File: src/rtl/display_scan_if.sv
// Control inputs and display drive outputs of the multiplexed display scanner.
interface display_scan_if #(
  parameter int DIGITS = 4
);
  logic                  tick;
  logic                  enable;
  logic [4*DIGITS-1:0]   digits;
  logic [DIGITS-1:0]     dp_in;
  logic [DIGITS-1:0]     blank_in;
  logic [DIGITS-1:0]     an;
  logic [3:0]            hex;
  logic                  dp;
  logic [2:0]            digit_idx;
  logic                  frame_done;

  modport master (
    output tick, enable, digits, dp_in, blank_in,
    input  an, hex, dp, digit_idx, frame_done
  );

  modport slave (
    input  tick, enable, digits, dp_in, blank_in,
    output an, hex, dp, digit_idx, frame_done
  );
endinterface

File: src/rtl/display_scan_ctrl.sv
// Time-multiplexed seven-segment scan controller: one digit slot per tick with
// optional all-off guard ticks between slots; every output is registered.
module display_scan_ctrl #(
  parameter int DIGITS = 4,
  parameter int GUARD  = 1
) (
  input logic           fastclock,
  input logic           reset,
  display_scan_if.slave bus
);

  typedef enum logic [1:0] {ST_IDLE, ST_SHOW, ST_GUARD} state_e;

  localparam logic [2:0] LAST_IDX   = 3'(DIGITS - 1);
  localparam logic [1:0] GUARD_LOAD = 2'(GUARD);

  state_e            state_q, state_d;
  logic [2:0]        idx_q, idx_d, idx_next;
  logic [1:0]        guard_q, guard_d;
  logic [3:0]        hex_q, hex_d;
  logic              dp_q, dp_d;
  logic              blank_q, blank_d;
  logic              frame_done_q, frame_done_d;
  logic [DIGITS-1:0] an_q, an_d;
  logic              load;

  assign idx_next = (idx_q == LAST_IDX) ? 3'd0 : idx_q + 3'd1;

  always_ff @(posedge fastclock or negedge reset) begin
    if (!reset) begin
      state_q      <= ST_IDLE;
      idx_q        <= '0;
      guard_q      <= '0;
      hex_q        <= '0;
      dp_q         <= 1'b0;
      blank_q      <= 1'b0;
      frame_done_q <= 1'b0;
      an_q         <= '1;
    end else begin
      // NOTE: non-blocking so every register samples its peers' pre-edge values.
      state_q      <= state_d;
      idx_q        <= idx_d;
      guard_q      <= guard_d;
      hex_q        <= hex_d;
      dp_q         <= dp_d;
      blank_q      <= blank_d;
      frame_done_q <= frame_done_d;
      an_q         <= an_d;
    end
  end

  always_comb begin
    // NOTE: defaults first so no path through this block can infer a latch.
    state_d      = state_q;
    idx_d        = idx_q;
    guard_d      = guard_q;
    frame_done_d = 1'b0;
    load         = 1'b0;

    if (!bus.enable) begin
      state_d = ST_IDLE;
      idx_d   = '0;
      guard_d = '0;
    end else if (bus.tick) begin
      unique case (state_q)
        ST_IDLE: begin
          state_d = ST_SHOW;
          idx_d   = '0;
          load    = 1'b1;
        end
        ST_SHOW: begin
          if (GUARD == 0) begin
            idx_d        = idx_next;
            load         = 1'b1;
            frame_done_d = (idx_q == LAST_IDX);
          end else begin
            state_d = ST_GUARD;
            guard_d = GUARD_LOAD;
          end
        end
        ST_GUARD: begin
          guard_d = guard_q - 2'd1;
          if (guard_q == 2'd1) begin
            state_d      = ST_SHOW;
            idx_d        = idx_next;
            load         = 1'b1;
            frame_done_d = (idx_q == LAST_IDX);
          end
        end
        default: state_d = ST_IDLE;
      endcase
    end

    // Slot contents are captured only on slot entry and held until the next one.
    hex_d   = hex_q;
    dp_d    = dp_q;
    blank_d = blank_q;
    if (load) begin
      for (int i = 0; i < DIGITS; i++) begin
        if (idx_d == 3'(i)) begin
          hex_d   = bus.digits[4*i +: 4];
          dp_d    = bus.dp_in[i];
          blank_d = bus.blank_in[i];
        end
      end
    end
  end

  // Anodes are derived from next-state values so a single register edge moves them.
  always_comb begin
    an_d = '1;
    if (state_d == ST_SHOW && !blank_d) begin
      for (int i = 0; i < DIGITS; i++) begin
        if (idx_d == 3'(i)) an_d[i] = 1'b0;
      end
    end
  end

  assign bus.an         = an_q;
  assign bus.hex        = hex_q;
  assign bus.dp         = dp_q;
  assign bus.digit_idx  = idx_q;
  assign bus.frame_done = frame_done_q;

endmodule

File: src/flat_wrapper.sv
// flat-port wrapper written by rule: the top's interface ports become plain ports
module display_scan_ctrl_flat 
#(
  parameter int DIGITS = 4,
  parameter int GUARD  = 1
)
  (fastclock, reset, bus_tick, bus_enable, bus_digits, bus_dp_in, bus_blank_in, bus_an, bus_hex, bus_dp, bus_digit_idx, bus_frame_done);
  display_scan_if #(.DIGITS(DIGITS)) bus_i ();
  input logic fastclock;
  input logic reset;
  input wire logic [$bits(bus_i.tick)-1:0] bus_tick;
  input wire logic [$bits(bus_i.enable)-1:0] bus_enable;
  input wire logic [$bits(bus_i.digits)-1:0] bus_digits;
  input wire logic [$bits(bus_i.dp_in)-1:0] bus_dp_in;
  input wire logic [$bits(bus_i.blank_in)-1:0] bus_blank_in;
  output wire logic [$bits(bus_i.an)-1:0] bus_an;
  output wire logic [$bits(bus_i.hex)-1:0] bus_hex;
  output wire logic [$bits(bus_i.dp)-1:0] bus_dp;
  output wire logic [$bits(bus_i.digit_idx)-1:0] bus_digit_idx;
  output wire logic [$bits(bus_i.frame_done)-1:0] bus_frame_done;
  assign bus_i.tick = bus_tick;
  assign bus_i.enable = bus_enable;
  assign bus_i.digits = bus_digits;
  assign bus_i.dp_in = bus_dp_in;
  assign bus_i.blank_in = bus_blank_in;
  assign bus_an = bus_i.an;
  assign bus_hex = bus_i.hex;
  assign bus_dp = bus_i.dp;
  assign bus_digit_idx = bus_i.digit_idx;
  assign bus_frame_done = bus_i.frame_done;
  display_scan_ctrl #(.DIGITS(DIGITS), .GUARD(GUARD)) u_core (.fastclock(fastclock), .reset(reset), .bus(bus_i));
endmodule
File: config.mk
export PLATFORM = sky130hd
export DESIGN_NAME = display_scan_ctrl_flat
export DESIGN_NICKNAME = d
export VERILOG_FILES = /design/src/rtl/display_scan_if.sv /design/src/rtl/display_scan_ctrl.sv /design/src/flat_wrapper.sv
export SDC_FILE = /design/constraint.sdc
export NUM_CORES = 1
export LEC_CHECK = 0
export ABC_AREA = 1
export CAP_MARGIN = 5
export CORE_UTILIZATION = 44
export DETAILED_ROUTE_END_ITERATION = 8
export MAX_ROUTING_LAYER = met4
export PLACE_DENSITY_LB_ADDON = 0.25
export SYNTH_ARGS = -nofsm -noshare
export SYNTH_HDL_FRONTEND = slang
export SYNTH_SLANG_ARGS = --single-unit
File: constraint.sdc
create_clock -name fastclock -period 2.5 [get_ports fastclock]
set_clock_uncertainty 0.2 [all_clocks]
set_input_delay 0.5 -clock fastclock [delete_from_list [all_inputs] [get_ports fastclock]]
set_output_delay 0.5 -clock fastclock [all_outputs]
set_load 0.01 [all_outputs]
-- After elaboration in Yosys (flattened, before gate mapping)
Index checks and enable logic that the tools add are counted.
- bits in registers: 18
- word-level logic and storage cells: 65
- add/subtract/negate cells: 2
- eq/ne operators: 10
- mux-type cells: 38
- reductions and logical operators: 7
- operators with widths (cell ; count):
    1-bit 2-to-1 mux ; 20
    4-bit 2-to-1 mux ; 5
    3-bit 2-to-1 mux ; 4
    2-bit 2-to-1 mux ; 5
    3-bit by 2-bit equality test with 1-bit output (second input constant) ; 3
    2-bit by 1-bit equality test with 1-bit output (second input constant) ; 3
    2-bit one-hot mux with 3 select lines ; 1
    3-bit one-hot mux with 2 select lines ; 1
    2-bit one-hot mux with 2 select lines ; 1
    2-bit AND reduction ; 2
    4-bit nonzero test ; 1
    3-bit by 1-bit adder with 3-bit output (second input constant) ; 1
    3-bit by 1-bit equality test with 1-bit output (second input constant) ; 1
    3-bit zero test ; 1
    3-bit by 1-bit inequality test with 1-bit output (second input constant) ; 1
    2-bit equality test (second input constant) ; 1
    2-bit zero test ; 1
    2-bit inequality test (second input constant) ; 1
    1-bit one-hot mux with 2 select lines ; 1
    2-bit by 1-bit subtractor with 2-bit output (second input constant) ; 1
    1-bit logical AND ; 1
    1-bit zero test ; 1

-- Depth between registers and ports, before layout
Gate-level depths: netlist of the first run.
- depth in word-level cells: 15
- mapped depth: 15
- gate-level depth less buffers: 14

-- Least setup slack after synthesis of the first run
No wires, ideal clock.
- kind: reg-to-reg
- start point: register u_core.idx_q[0] (netlist: u_core.bus.digit_idx[0])
- end point: register u_core.blank_q
- library setup time: 121 ps
- arrival: 1791 ps
- slack: 388 ps
- stages on the path, launching flop included: 14
- path buffers: 0
- clock period less this slack: 2112 ps
- cell sequence: dfrtp_1 -> ha_1 -> inv_1 -> nand2_1 -> nand2_1 -> o21ai_4 -> nand2_4 -> nor2_8 -> inv_2 -> or2_0 -> nand2_1 -> nand2_1 -> nand2_2 -> nand2_1
- cells in the longest elaborated chain, start to end: 12
- RTL lines (what ; line ; text):
    start: declaration ; display_scan_ctrl.sv:18 ; logic [2:0] idx_q, idx_d, idx_next;
    start signal: assignment ; display_scan_ctrl.sv:42 ; idx_q <= idx_d;
    3-bit by 1-bit adder with 3-bit output / 3-bit by 2-bit equality test with 1-bit output (equally long branches) ; display_scan_ctrl.sv:27 ; assign idx_next = (idx_q == LAST_IDX) ? 3'd0 : idx_q + 3'd1;
    3-bit 2-to-1 mux (*) ; display_scan_ctrl.sv:27 ;
    3-bit 2-to-1 mux (*) ; display_scan_ctrl.sv:83 ; if (guard_q == 2'd1) begin
    3-bit one-hot mux with 2 select lines (*) ; display_scan_ctrl.sv:65 ; unique case (state_q)
    3-bit 2-to-1 mux (*) ; display_scan_ctrl.sv:64 ; end else if (bus.tick) begin
    3-bit 2-to-1 mux (*) ; display_scan_ctrl.sv:60 ; if (!bus.enable) begin
    net u_core.idx_d[1] ; display_scan_ctrl.sv:18 ;
    3-bit zero test ; display_scan_ctrl.sv:100 ; if (idx_d == 3'(i)) begin
    1-bit 2-to-1 mux (3 in a row) ; display_scan_ctrl.sv:100 ;
    1-bit 2-to-1 mux (*) ; display_scan_ctrl.sv:100 ;
    1-bit 2-to-1 mux (*) ; display_scan_ctrl.sv:98 ; if (load) begin
    net u_core.blank_d ; display_scan_ctrl.sv:22 ; logic blank_q, blank_d;
    end signal: assignment ; display_scan_ctrl.sv:46 ; blank_q <= blank_d;
    end: declaration ; display_scan_ctrl.sv:22 ;
The timed path passes the listed nets; every way through them passes the cells marked *.
A chain may end at the register's enable or synchronous reset.

-- Worst setup path after layout of the first run
- start point: input port bus_tick
- end point: register u_core.hex_q[3] (netlist: u_core.bus.hex[3])
- cells in the longest elaborated chain, start to end: 6
- RTL lines (what ; line ; text):
    start: declaration ; flat_wrapper.sv:11 ; input wire logic [$bits(bus_i.tick)-1:0] bus_tick;
    3-bit 2-to-1 mux (*) ; display_scan_ctrl.sv:64 ;
    3-bit 2-to-1 mux (*) ; display_scan_ctrl.sv:60 ;
    net u_core.idx_d[2] ; display_scan_ctrl.sv:18 ;
    3-bit by 1-bit equality test with 1-bit output ; display_scan_ctrl.sv:100 ;
    4-bit 2-to-1 mux (3 in a row) ; display_scan_ctrl.sv:100 ;
    end signal: assignment ; display_scan_ctrl.sv:34 ; hex_q <= '0;
    end signal: assignment ; display_scan_ctrl.sv:44 ; hex_q <= hex_d;
    end: declaration ; display_scan_ctrl.sv:20 ; logic [3:0] hex_q, hex_d;
Marked as above.

==> results of run 1 <==
-- power by group through the flow --
stage	registers [mW]	clock network, mW	logic (mW)
after floorplan	0.351	0	0.0930
after global placement	0.341	0	0.217
after detailed placement	0.344	0	0.227
after CTS	0.338	0.184	0.229
after global routing	0.341	0.195	0.252
final	0.338	0.180	0.227
-- synthesized netlist by cell type --
cell,count
a21oi_1,1
buf_2,3
dfrtp_1,14
dfstp_2,4
ha_1,2
inv_1,27
inv_2,6
nand2_1,44
nand2_2,1
nand2_4,1
nand3_1,18
nand4_1,4
nand4_2,1
nor2_1,7
nor2_2,2
nor2_8,1
nor3_1,2
o211ai_1,6
o21ai_0,14
o21ai_1,1
o21ai_4,1
o21bai_1,1
o31ai_1,1
or2_0,1
or2_2,1
-- per-layer routing --
metal	vias up	GRT usage (%)
met5	-	-
met4	0	12.7
met3	7	2.01
met2	37	46.0
met1	590	24.6
li1	645	-
-- path summary, 6_finish.rpt --
kind                                                        end                     startpoint  slack [ps]  depth (start not counted)
worst min-delay path            u_core.bus.frame_done$_DFF_PN0_                          reset         310                          2
min in group fastclock            u_core.bus.hex[0]$_DFFE_PN0P_  u_core.bus.hex[0]$_DFFE_PN0P_         320                          2
max in group asynchronous            u_core.bus.an[2]$_DFF_PN1_                          reset        1520                          2
worst min register to register    u_core.bus.hex[0]$_DFFE_PN0P_  u_core.bus.hex[0]$_DFFE_PN0P_         320                          2
worst max register to register       u_core.bus.an[3]$_DFF_PN1_  u_core.guard_q[1]$_DFFE_PN0P_         220                         13
worst max-delay path              u_core.bus.hex[3]$_DFFE_PN0P_                       bus_tick         200                         12
-- registers in the layout, indices dropped and copies added (netlist names) --
| name | flops |
|---|---|
| u_core.bus.an | 4 |
| u_core.bus.dp | 1 |
| u_core.bus.hex | 4 |
| u_core.blank_q | 1 |
| u_core.bus.frame_done | 1 |
| u_core.state_q | 2 |
| u_core.guard_q | 2 |
| u_core.bus.digit_idx | 3 |
-- cell families after synthesis --
kind of cell	Yosys count	share of synthesized area [%]
and+or+nand+nor	83	33.5
buffers and inverters	36	11.9
AOI/OAI and AO/OA	25	13.4
DFF	18	39.0
adders and majority gates	2	2.14
-- cell type report --
class / instances / share of cell area, %
multi-input cells: 110 / 32.4
flip-flops and latches: 18 / 25.7
clock buffers: 4 / 2.05
well taps: 30 / 2.12
repair buffers: 59 / 30.7
inverters: 33 / 7.00
-- through the flow --
step / hold WS (ps) / power (mW) / instances / setup TNS, ps
floorplan: 4.41 / 0.444 / 164 / 0
global placement: 288 / 0.559 / 250 / -152
detailed placement: 292 / 0.571 / 250 / -883
CTS: 315 / 0.751 / 254 / 0
global route: 330 / 0.788 / 254 / 0
finish: 314 / 0.745 / 254 / 0
==> run metrics, run 1 <==
Remaining DRCs 0; # Max-Cap Violations 0; delay-heaviest family, CP simple AND/OR/NAND/NOR gates; crit path capture type flip-flop; switching part of the total power 29.1%; Clk network pwr share 24.1%; residual overflow from global routing 0; Cell Area, Synth 1170 sq um; Die X 53.5 microns; most frequent cells in the layout 44 x nand2_1, 40 x clkdlybuf4s50_1, 27 x inv_1; worst-path cell chain clkdlybuf4s50_1 -> inv_2 -> nor2_2 -> nand3_1 -> nand3_1 -> inv_2 -> nor2_2 -> nand2_1 -> o211ai_1 -> nand3_1 -> nand2_1 -> nand2_1; DRT iter0 DRCs 14; Fill cells 210; Yosys top cell area share 30.0%; status complete, no violations; #FFs+latches synth 18; synth unique cells 25; antenna violations before repair 0; Finished Cell Area 1770 sq um; # rows 18; Core Util, Final 70.8%; hpwl dp 2.52 mm; Setup crit start kind primary input; ANT cells 0; Critical path buffers and inverters 3; TritonCTS clock tree yes; Yosys warning count 0; Post-Syn Area per Cell 7.12 sq um; Power Dens Cells 421 nW/um^2; Vias 1279; Final Cycle Share 92.1%; PnR worst setup slack 198 ps; Mapped Nets 194; Fin. Hold Viols 0; RSZ-0062 raised after global routing no; P_int 529 uW; maximum VDD drop 0.239 mV; Clock Latency Late Sink 300 ps; Synth area leaders dfrtp_1 30%, nand2_1 14%, dfstp_2 9.0%; Gate power share 30.5%; fin crit period 2300 ps; Reg power frac 45.4%; H-tree levels 1; area leader, netlist dfrtp_1; DP Worst Slack -119 ps; die outline height 53.5 microns; Reg area 455 sq um; root buffer cell clkbuf_4; GRT Total Usage 24.4%; share of layout cells above drive strength 1 18.3%; setup bufs post-CTS 0; number of I/O port buffers 40; relative slew slack 78.9%; cts hold-fix bufs 0; sequential area share after synthesis 39.0%; crit path DAT 2290 ps; Area Overhead vs Synth 51.6%; worst min-delay path class in -> async; remaining antenna violation count 0; first-pass GRT wire length 4.75 mm; Leak Pwr 0.911 nW; Worst Setup Path Type in -> reg; drt via density 5.04; NetSw 217 uW; Setup Viol. Count Final 0; routed wire length 3.04 mm; Final Wtd Congestion 0.839; worst slew pin tran 314 ps; IO Count 41; post-CTS sizing 0; TritonCTS Buffers 3; area of the die 2860 sq um; Slowest-stage cell, CP clkdlybuf4s50_1; Initial Utilization 46.7%; Layout Nets 255; met3 WL 89 microns; Crit Path Max Fanout 11; Area after DPL 1730 sq um; Placeable Area 2500 sq um; DRT Pass-1 Iters 4; pin count of the biggest net entering global routing 19; vias in the first global route 1179; footprint of the multi-input gates 573 sq um; M1 WL 1.25 mm; CP max stage delay 570 ps; metal2 WL 1.64 mm; Critical Path RT 2490 ps; clock transition at the registers of the reported paths 100 ps; Longest Clk Path Bufs 2; synthesized instance count 164; highest metal used met4; fin. max-slew vios 0; most common cell after layout, fill and taps aside nand2_1; routed len/inst 12.0 microns; Num Clock Sinks 18; fmax 434 MHz
(Power assumes the default switching activity.)
==> run 2: changes to the inputs <==
--- a/config.mk
+++ b/config.mk
@@ -13,2 +13,3 @@
 export PLACE_DENSITY_LB_ADDON = 0.25
+export SKIP_LAST_GASP = 1
 export SYNTH_ARGS = -nofsm -noshare
==> constraint.sdc (replaced) <==
create_clock -name fastclock -period 2.5 [get_ports fastclock]
set_clock_uncertainty 0.2 [all_clocks]
set_input_delay 0.375 -clock fastclock [delete_from_list [all_inputs] [get_ports fastclock]]
set_output_delay 0.375 -clock fastclock [all_outputs]
set_load 0.01 [all_outputs]
==> run 2 against run 1 <==
Net effect: cell count decreased by 3.1%; final area decreased by 3.4%; largest cell class unchanged; first-iteration DRC count increased by 64%; largest power group unchanged; non-clock buffer count decreased by 8; critical path depth unchanged; combinational power decreased by 3%; count of clock-buffer cells in the layout unchanged; utilization decreased by 2.4 points; die area unchanged.
==> run metrics, run 2 (synthesis gave the netlist of run 1 again) <==
residual overflow from global routing 0 (unchanged); Setup Viol. Count Final 0 (unchanged); share of layout cells above drive strength 1 15.3% (-3.0 points); Final Wtd Congestion 0.866 (+3.2%); area of the die 2860 sq um (unchanged); IO Count 41 (unchanged); most frequent cells in the layout 44 x nand2_1, 40 x clkdlybuf4s50_1, 27 x inv_1; Area Overhead vs Synth 46.4%; Fin. Hold Viols 0 (unchanged); Crit Path Max Fanout 10 (-1); pin count of the biggest net entering global routing 19 (unchanged); Die X 53.5 microns (unchanged); Remaining DRCs 0 (unchanged); RSZ-0062 raised after global routing no; worst slew pin tran 798 ps (+484 ps); Area after DPL 1670 sq um (-3.5%); Clock Latency Late Sink 290 ps (about the same); Finished Cell Area 1710 sq um (-3.4%); DP Worst Slack -17.0 ps (+102 ps); Worst Setup Path Type reg -> reg; placed insts 242 (-3.2%); Num Clock Sinks 18 (unchanged); Reg area 455 sq um (unchanged); Power Dens Cells 430 nW/um^2 (+2.2%); # rows 18 (unchanged); DRT Pass-1 Iters 4 (unchanged); fin. max-slew vios 0 (unchanged); routed wire length 2.91 mm (-4.3%); worst min-delay path class in -> async; clock transition at the registers of the reported paths 100 ps (about the same); PnR worst setup slack 229 ps (+30.4 ps); root buffer cell clkbuf_4; GRT Total Usage 23.6% (-0.77 points); fmax 440 MHz (+1.3%); TritonCTS clock tree yes; Critical Path RT 2510 ps (+20 ps); crit path DAT 2280 ps (about the same); worst hold-check slack 328 ps (+13.6 ps); vias in the first global route 1212 (+2.8%); TritonCTS Buffers 3 (unchanged); ANT cells 0 (unchanged); post-CTS sizing 0 (unchanged); drt via density 5.21 (+3.5%); maximum VDD drop 0.347 mV (+45%); routed len/inst 11.8 microns (-1.2%); remaining antenna violation count 0 (unchanged); DRT iter0 DRCs 23 (+9); footprint of the multi-input gates 573 sq um (unchanged); Initial Utilization 46.7% (unchanged); status complete, no violations; fin crit period 2270 ps (-30.4 ps); Leak Pwr 0.873 nW (-4.2%); antenna violations before repair 0 (unchanged); H-tree levels 1 (unchanged); Setup crit start kind flip-flop; crit path capture type flip-flop; hpwl dp 2.41 mm (-4.2%); Longest Clk Path Bufs 2 (unchanged); Layout Nets 247 (-3.1%); Placeable Area 2500 sq um (unchanged); setup bufs post-CTS 0 (unchanged); Vias 1282 (+0.23%); cts hold-fix bufs 0 (unchanged); number of I/O port buffers 40 (unchanged); total power 736 uW (-1.3%); most common cell after layout, fill and taps aside nand2_1; non-filler instance count after layout 246 (-3.1%); die outline height 53.5 microns (unchanged); # Max-Cap Violations 0 (unchanged); relative slew slack 46.6% (-32 points); Final Cycle Share 90.8% (-1.2 points); first-pass GRT wire length 4.69 mm (-1.3%); Fill cells 221 (+5.2%)
[run 2: cell types whose count changed in the layout (fill, tap and decap cells not counted), sizes merged]
cell  delta
buf      -8
[run 2: worst max-delay path, cell delays in order (launching register included)]
cell	delay, ps
dfrtp_1	450
ha_1	300
inv_1	30
nand2_1	40
nand2_1	100
o21ai_4	240
nand2_4	100
inv_1	60
nand2_1	190
o21bai_1	190
inv_1	60
nand2_2	100
nand4_1	100
[run 2: where the power goes]
part           total [mW]  internal [mW]  switching, mW
registers           0.338          0.321         0.0168
logic               0.220          0.114          0.106
clock network       0.178         0.0888         0.0892
[run 2: path summary, 6_finish.rpt]
kind | startpoint | endpoint | slack, ps | cells past startpoint
worst max-delay path | u_core.bus.digit_idx[0]$_DFF_PN0_ | u_core.bus.an[1]$_DFF_PN1_ | 230 | 12
worst min-delay path | reset | u_core.bus.hex[0]$_DFFE_PN0P_ | 330 | 1
worst max register to register | u_core.bus.digit_idx[0]$_DFF_PN0_ | u_core.bus.an[1]$_DFF_PN1_ | 230 | 12
worst min register to register | u_core.bus.hex[3]$_DFFE_PN0P_ | u_core.bus.hex[3]$_DFFE_PN0P_ | 330 | 2
max in group asynchronous | reset | u_core.bus.hex[1]$_DFFE_PN0P_ | 1270 | 1
min in group fastclock | u_core.bus.hex[3]$_DFFE_PN0P_ | u_core.bus.hex[3]$_DFFE_PN0P_ | 330 | 2
[run 2: through the flow]
step	utilization, %	setup TNS, ps
floorplan	-	0
finish	68.4	0
detailed placement	66.9	-17.0
global placement	66.9	0
global route	68.4	0
CTS	68.4	0
[run 2: final cells by class]
class,instances,area share (%)
well taps,30,2.20
repair buffers,51,28.3
clock buffers,4,2.12
inverters,33,7.25
flip-flops and latches,18,26.6
multi-input cells,110,33.5
[run 2: layer usage]
metal	track usage [%]	vias up	part of all wire [%]
li1	-	629	-
met1	23.6	588	40
met2	45.2	59	53
met3	1.72	6	5.1
met4	11.8	0	1.9
met5	-	-	0
